## src/rtl/id_stage.sv

```systemverilog
// MIPS decode stage: main control, 32x32 register file with WB bypass, branch/jump
// resolution in ID, load-use and branch-operand hazard detection, and the ID/EX register.
module id_stage (
   input  logic        Clk,
   input  logic        Reset_n,
   input  logic [31:0] IfPc,
   input  logic [31:0] IfInstr,
   input  logic        WbRegWrite,
   input  logic [4:0]  WbWriteReg,
   input  logic [31:0] WbWriteData,
   input  logic        MemRegWrite,
   input  logic [4:0]  MemWriteReg,
   output logic        PCSrc,
   output logic [31:0] BranchPC,
   output logic        Stall,
   output logic        IfFlush,
   output logic [31:0] IdExPc,
   output logic [31:0] IdExRdData1,
   output logic [31:0] IdExRdData2,
   output logic [31:0] IdExImm,
   output logic [4:0]  IdExRs,
   output logic [4:0]  IdExRt,
   output logic [4:0]  IdExRd,
   output logic        IdExRegWrite,
   output logic        IdExMemToReg,
   output logic        IdExMemRead,
   output logic        IdExMemWrite,
   output logic        IdExALUSrc,
   output logic        IdExRegDst,
   output logic [1:0]  IdExALUOp
);

   typedef enum logic [5:0] {
      OP_RTYPE = 6'h00,
      OP_J     = 6'h02,
      OP_BEQ   = 6'h04,
      OP_BNE   = 6'h05,
      OP_ADDI  = 6'h08,
      OP_LW    = 6'h23,
      OP_SW    = 6'h2B
   } opcode_e;

   typedef struct packed {
      logic       reg_write;
      logic       mem_to_reg;
      logic       mem_read;
      logic       mem_write;
      logic       alu_src;
      logic       reg_dst;
      logic [1:0] alu_op;
   } ctrl_t;

   logic [5:0]  opcode;
   logic [4:0]  rs, rt, rd;
   logic [31:0] imm_ext;
   logic [31:0] pc_plus4;
   logic [31:0] rd_data1, rd_data2;
   logic [31:0] regs [32];
   ctrl_t       ctrl;
   logic        is_beq, is_bne, is_j;
   logic        taken;
   logic        load_use, branch_hazard;
   logic [4:0]  dest_ex;

   assign opcode   = IfInstr[31:26];
   assign rs       = IfInstr[25:21];
   assign rt       = IfInstr[20:16];
   assign rd       = IfInstr[15:11];
   assign imm_ext  = {{16{IfInstr[15]}}, IfInstr[15:0]};
   assign pc_plus4 = IfPc + 32'd4;

   // NOTE: every output gets a default before the case so no latch is inferred.
   always_comb begin
      ctrl   = '0;
      is_beq = 1'b0;
      is_bne = 1'b0;
      is_j   = 1'b0;
      case (opcode)
         OP_RTYPE: begin
            ctrl.reg_write = 1'b1;
            ctrl.reg_dst   = 1'b1;
            ctrl.alu_op    = 2'b10;
         end
         OP_LW: begin
            ctrl.reg_write  = 1'b1;
            ctrl.mem_to_reg = 1'b1;
            ctrl.mem_read   = 1'b1;
            ctrl.alu_src    = 1'b1;
         end
         OP_SW: begin
            ctrl.mem_write = 1'b1;
            ctrl.alu_src   = 1'b1;
         end
         OP_ADDI: begin
            ctrl.reg_write = 1'b1;
            ctrl.alu_src   = 1'b1;
         end
         OP_BEQ: begin
            ctrl.alu_op = 2'b01;
            is_beq      = 1'b1;
         end
         OP_BNE: begin
            ctrl.alu_op = 2'b01;
            is_bne      = 1'b1;
         end
         OP_J:    is_j = 1'b1;
         default: ;
      endcase
   end

   // NOTE: the register array is reset like any other state, so it lives in an
   // async-reset flop block rather than an inferred RAM macro.
   always_ff @(posedge Clk or negedge Reset_n) begin
      if (!Reset_n) begin
         for (int i = 0; i < 32; i++) regs[i] <= '0;
      end else if (WbRegWrite && WbWriteReg != 5'd0) begin
         regs[WbWriteReg] <= WbWriteData;
      end
   end

   // Write-through: a same-cycle WB write to the addressed register wins.
   assign rd_data1 = (rs == 5'd0) ? 32'd0 :
                     (WbRegWrite && WbWriteReg == rs) ? WbWriteData : regs[rs];
   assign rd_data2 = (rt == 5'd0) ? 32'd0 :
                     (WbRegWrite && WbWriteReg == rt) ? WbWriteData : regs[rt];

   assign dest_ex  = IdExRegDst ? IdExRd : IdExRt;

   assign load_use = IdExMemRead && IdExRt != 5'd0 && (IdExRt == rs || IdExRt == rt);

   // Branches compare in ID, so any producer still in EX or MEM must drain to WB first.
   assign branch_hazard = (is_beq || is_bne) &&
                          ((IdExRegWrite && dest_ex != 5'd0 && (dest_ex == rs || dest_ex == rt)) ||
                           (MemRegWrite && MemWriteReg != 5'd0 &&
                            (MemWriteReg == rs || MemWriteReg == rt)));

   assign Stall = load_use || branch_hazard;

   assign taken = (is_beq && rd_data1 == rd_data2) ||
                  (is_bne && rd_data1 != rd_data2) ||
                  is_j;

   assign BranchPC = is_j ? {pc_plus4[31:28], IfInstr[25:0], 2'b00}
                          : pc_plus4 + {imm_ext[29:0], 2'b00};
   assign PCSrc    = taken && !Stall;
   assign IfFlush  = PCSrc;

   // NOTE: sequential state uses non-blocking assignments so all flops sample together.
   always_ff @(posedge Clk or negedge Reset_n) begin
      if (!Reset_n) begin
         IdExPc       <= '0;
         IdExRdData1  <= '0;
         IdExRdData2  <= '0;
         IdExImm      <= '0;
         IdExRs       <= '0;
         IdExRt       <= '0;
         IdExRd       <= '0;
         IdExRegWrite <= 1'b0;
         IdExMemToReg <= 1'b0;
         IdExMemRead  <= 1'b0;
         IdExMemWrite <= 1'b0;
         IdExALUSrc   <= 1'b0;
         IdExRegDst   <= 1'b0;
         IdExALUOp    <= 2'b00;
      end else if (Stall) begin
         // Bubble: controls cleared, data fields simply hold.
         IdExRegWrite <= 1'b0;
         IdExMemToReg <= 1'b0;
         IdExMemRead  <= 1'b0;
         IdExMemWrite <= 1'b0;
         IdExALUSrc   <= 1'b0;
         IdExRegDst   <= 1'b0;
         IdExALUOp    <= 2'b00;
      end else begin
         IdExPc       <= IfPc;
         IdExRdData1  <= rd_data1;
         IdExRdData2  <= rd_data2;
         IdExImm      <= imm_ext;
         IdExRs       <= rs;
         IdExRt       <= rt;
         IdExRd       <= rd;
         IdExRegWrite <= ctrl.reg_write;
         IdExMemToReg <= ctrl.mem_to_reg;
         IdExMemRead  <= ctrl.mem_read;
         IdExMemWrite <= ctrl.mem_write;
         IdExALUSrc   <= ctrl.alu_src;
         IdExRegDst   <= ctrl.reg_dst;
         IdExALUOp    <= ctrl.alu_op;
      end
   end

endmodule

```

## config.mk

```make
export PLATFORM = sky130hd
export DESIGN_NAME = id_stage
export DESIGN_NICKNAME = d
export VERILOG_FILES = /design/src/rtl/id_stage.sv
export SDC_FILE = /design/constraint.sdc
export NUM_CORES = 2
export LEC_CHECK = 0
export ABC_AREA = 0
export CAP_MARGIN = 20
export CORE_UTILIZATION = 45
export DETAILED_ROUTE_END_ITERATION = 8
export GPL_ROUTABILITY_DRIVEN = 0
export GPL_TIMING_DRIVEN = 0
export SYNTH_ARGS = -nofsm -noshare
export SYNTH_HDL_FRONTEND = slang
export SYNTH_SLANG_ARGS = --single-unit
```

## constraint.sdc

```tcl
create_clock -name Clk -period 9.45 [get_ports Clk]
set_input_delay 1.4175 -clock Clk [delete_from_list [all_inputs] [get_ports Clk]]
set_output_delay 1.4175 -clock Clk [all_outputs]
set_load 0.02 [all_outputs]
```

==> flow_summary_export.csv <==
group,metric,value,unit
run_status,status,"complete, but fails checks",
run_status,violations,"negative setup slack",
worst_setup_path,cp_slowest_stage_delay,700,ps
synth,synth.area.top_cells,"dfrtp_1 (45%), mux2_2 (19%), mux4_2 (14%), mux2i_1 (3.2%), clkbuf_1 (1.5%)",
final_layout,instances_no_fill,7209,
timing,setup_tns,-1025,ps
timing,clock_skew,38.98,ps
final_layout,multiInputGateArea,32070,sq um
worst_setup_path,crit_path_frequent_cell,"xnor2_1",
timing,period_share,1.059,
worst_setup_path,critPathLaunchType,"input port",
synth,ys_seq_elements,1153,
final_layout,nets,5330,
final_layout,regArea,28850,sq um
synth,synth_cell_type_count,89,
timing,hold_viol_final,0,
clock_network,postCtsSetupBuffers,0,
pwr,cellPowerDensity,208.7,nW/um^2
worst_setup_path,cp.arrival,8590,ps
worst_setup_path,reg2reg_setup_slack,5490,ps
clock_network,clkSinkCount,1153,
detailed_routing,firstDrtPassIters,9,
synth,synth_edf_count,0,
timing,worst_pin_slew,1342,ps
worst_setup_path,worstPathMaxFanout,10,
floorplan,initial_core_util,0.4542,
timing,max_freq,99.93,MHz
worst_setup_path,critPathRequiredTime,8030,ps
worst_setup_path,timing.setup.critical_path_class,"in -> out",
synth,synth_top_area_share,0.4541,
global_routing,antenna_found_initial,35,
worst_setup_path,path_cells,"clkdlybuf4s50_1 -> xnor2_1 -> nand3_1 -> nor2_2 -> clkbuf_1 -> clkbuf_2 -> nor3_1 -> nor2_1 -> xnor2_1 -> nand4_1 -> nor3_4 -> nand4_1 -> xnor2_1 -> a22o_1 -> buf_4 -> clkdlybuf4s50_1",
clock_network,cts_max_level,4,
worst_setup_path,end_kind,"output pin",
synth,ys.flop_type,"dfrtp_1",
synth,synth_nets,4780,
floorplan,ios,296,
detailed_routing,post_drt_wl_per_cell,44.51,um
timing,setup_ws,-557.2,ps
global_routing,grt_usage,0.4501,
clock_network,cts_buffers,138,
final_layout,post-route-util,0.5423,
worst_setup_path,cp_top_family,"simple AND/OR/NAND/NOR gates",
timing,period_minus_slack,10010,ps
clock_network,clk_latency,840,ps
clock_network,cts_tree,"built",
pwr,irDropWorstVdd,0.1652,mV
clock_network,clockBufferDepth,3,
placed_design,dp_hpwl,225700,um
detailed_routing,drt_wl_total,320900,um
global_routing,grt-ovfl-total,0,
timing,drv_slew,0,
timing,rsz0062_at_grt,"false",
global_routing,grt_max_degree,171,
synth,syn_avg_cell_area,13.71,sq um
detailed_routing,antenna_left,0,
detailed_routing,drt_iter0_markers,8287,
floorplan,die_w,377.8,um
synth,syn_inst,4634,
clock_network,cts_root_buf,"clkbuf_16",
final_layout,drive_above_1_share,0.3944,
worst_setup_path,critPathBufInv,5,
global_routing,grtUsageMet3,0.2470,
floorplan,design.core.area,139900,sq um
final_layout,fillerInstances,11850,
floorplan,die_y,377.8,um
final_layout,syn_to_final_growth,19.38,%
synth,async_flop_share,1.000,
detailed_routing,vias,51940,
global_routing,first_global_vias,49370,
detailed_routing,via_per_inst,7.205,
detailed_routing,drc_errors,0,
global_routing,use_met2,0.6053,
pwr,total_power,15830,uW
global_routing,grt_busiest_layer,"met2",
timing,setup_violations,2,
final_layout,final_common_cell,"dfrtp_1",
synth,yosysTopAreaCell,"dfrtp_1",
global_routing,grtUsageMet1,0.5273,
job,max-cap-violations,0,
final_layout,layout_common_cells,"dfrtp_1 (1153), mux2_2 (1087), mux4_2 (403), clkdlybuf4s50_1 (284), clkbuf_1 (257)",
placed_design,placed_cells,6917,
floorplan,die_area,142700,sq um
clock_network,clkSlewWorstSetupHoldPaths,60,ps
placed_design,numPortBuffers,285,
timing,slew_headroom,0.1057,
synth,netlist_area,63540,sq um
global_routing,grt_first_pass_wirelength,427200,um
min_path,hp-class,"reg -> reg",
floorplan,rows,137,
pwr,p_leak,0.03260,uW
synth,yosys_warnings,0,
synth,yosysSeqAreaShare,0.4541,
worst_setup_path,cp_slowest_cell,"nor3_4",
## report_power, final
part           total [uW]  leakage (uW)  switching, uW  internal [uW]
Clock                5500       0.00224           2300           3200
Sequential           6530        0.0147            699           5840
Combinational        3800        0.0156           1900           1900
## worst register-to-register path, delay by kind of cell (launching register included)
family / cells / cell delay, ps
xor gates and xnor gates: 1 / 210
buffers and inverters: 2 / 880
DFF: 1 / 870
and+or+nand+nor: 4 / 1010
muxes: 1 / 360
AOI/OAI and AO/OA: 3 / 520
## worst paths after layout
| path | from | to | cells after the start |
|---|---|---|---|
| setup / recovery | IfInstr[23] | PCSrc | 16 |
| hold / removal | IdExRdData1[14] | IdExRdData1[14] | 2 |
| setup reg to reg | IdExImm[15] | IdExRdData2[18] | 11 |
| hold reg to reg | IdExRdData1[14] | IdExRdData1[14] | 2 |
| max in group asynchronous | Reset_n | regs[183] | 6 |
| min in group asynchronous | Reset_n | IdExPc[30] | 2 |
## sequential cells by signal, indices dropped and copies added (netlist names), 2 cells and up
register / count
IdExRdData1: 32
IdExRdData2: 32
regs: 1024
IdExALUOp: 2
IdExPc: 32
IdExRt: 5
IdExImm: 16
IdExRs: 5
## logic make-up (layout without fill, tap and decap cells)
logic type               after synthesis  count (layout)  synth area share
AO/OA/AOI/OAI                        561             561           0.06089
XOR/XNOR                             123             123           0.01696
adder cells (fa/ha/maj)               36              36          0.007207
buffers and inverters                502            1157           0.04206
flip-flops                          1153            1153            0.4541
multiplexers                        1720            1720            0.3786
other                                  0              44                 0
AND/OR/NAND/NOR                      539             539           0.04017
## metrics by stage
stage               cell area, sq um  hold slack, ps  worst slack [ps]
floorplan                      63540           441.3              3175
global placement               68740           455.3            -46990
detailed placement             71070           466.4            -551.1
CTS                            75630           482.0             7.061
global route                   75750           498.1             9.706
finish                         75850           473.8            -557.2
## repair_timing
item	4_1_cts	5_1_grt
gates cloned	0	0
endpoints found under the setup margin	2	2
pin swaps	2	3
endpoints found under the hold margin	0	0
hold buffers	0	0
resized for setup	9	17
## cells in the mapped netlist, drive strengths merged (10+ instances only)
| cell | number |
|---|---|
| mux4 | 430 |
| o211ai | 12 |
| nand3 | 49 |
| nor4 | 12 |
| o22ai | 39 |
| nand2b | 10 |
| a221o | 19 |
| o21ai | 75 |
| xnor2 | 77 |
| a22oi | 68 |
| nand2 | 167 |
| ha | 35 |
| dfrtp | 1153 |
| nor3 | 43 |
| and2 | 10 |
| mux2i | 203 |
| xor2 | 46 |
| a221oi | 20 |
| a21o | 25 |
| buf | 220 |
| a22o | 17 |
| nand4 | 20 |
| a211oi | 25 |
| mux2 | 1087 |
| o221ai | 42 |
| a31oi | 23 |
| and3 | 21 |
| inv | 15 |
| a32oi | 14 |
| clkbuf | 266 |
| nor2 | 153 |
| a21oi | 135 |
## final cells by class
class,instances,share of cell area
Antenna cell,44,0.001452
Buffer,484,0.03552
Clock buffer,203,0.05363
Clock inverter,42,0.006169
Inverter,16,0.0008413
Multi-Input combinational cell,2979,0.4228
Sequential cell,1153,0.3804
Tap cell,1876,0.03095
Timing Repair Buffer,412,0.06821
## layer usage
layer / share of wire / vias to the layer above
met2: 0.40 / 4850
met4: 0.097 / 34
met5: 0.0022 / -
met1: 0.34 / 26710
met3: 0.16 / 1553
li1: - / 18800
(Power assumes the default switching activity.)
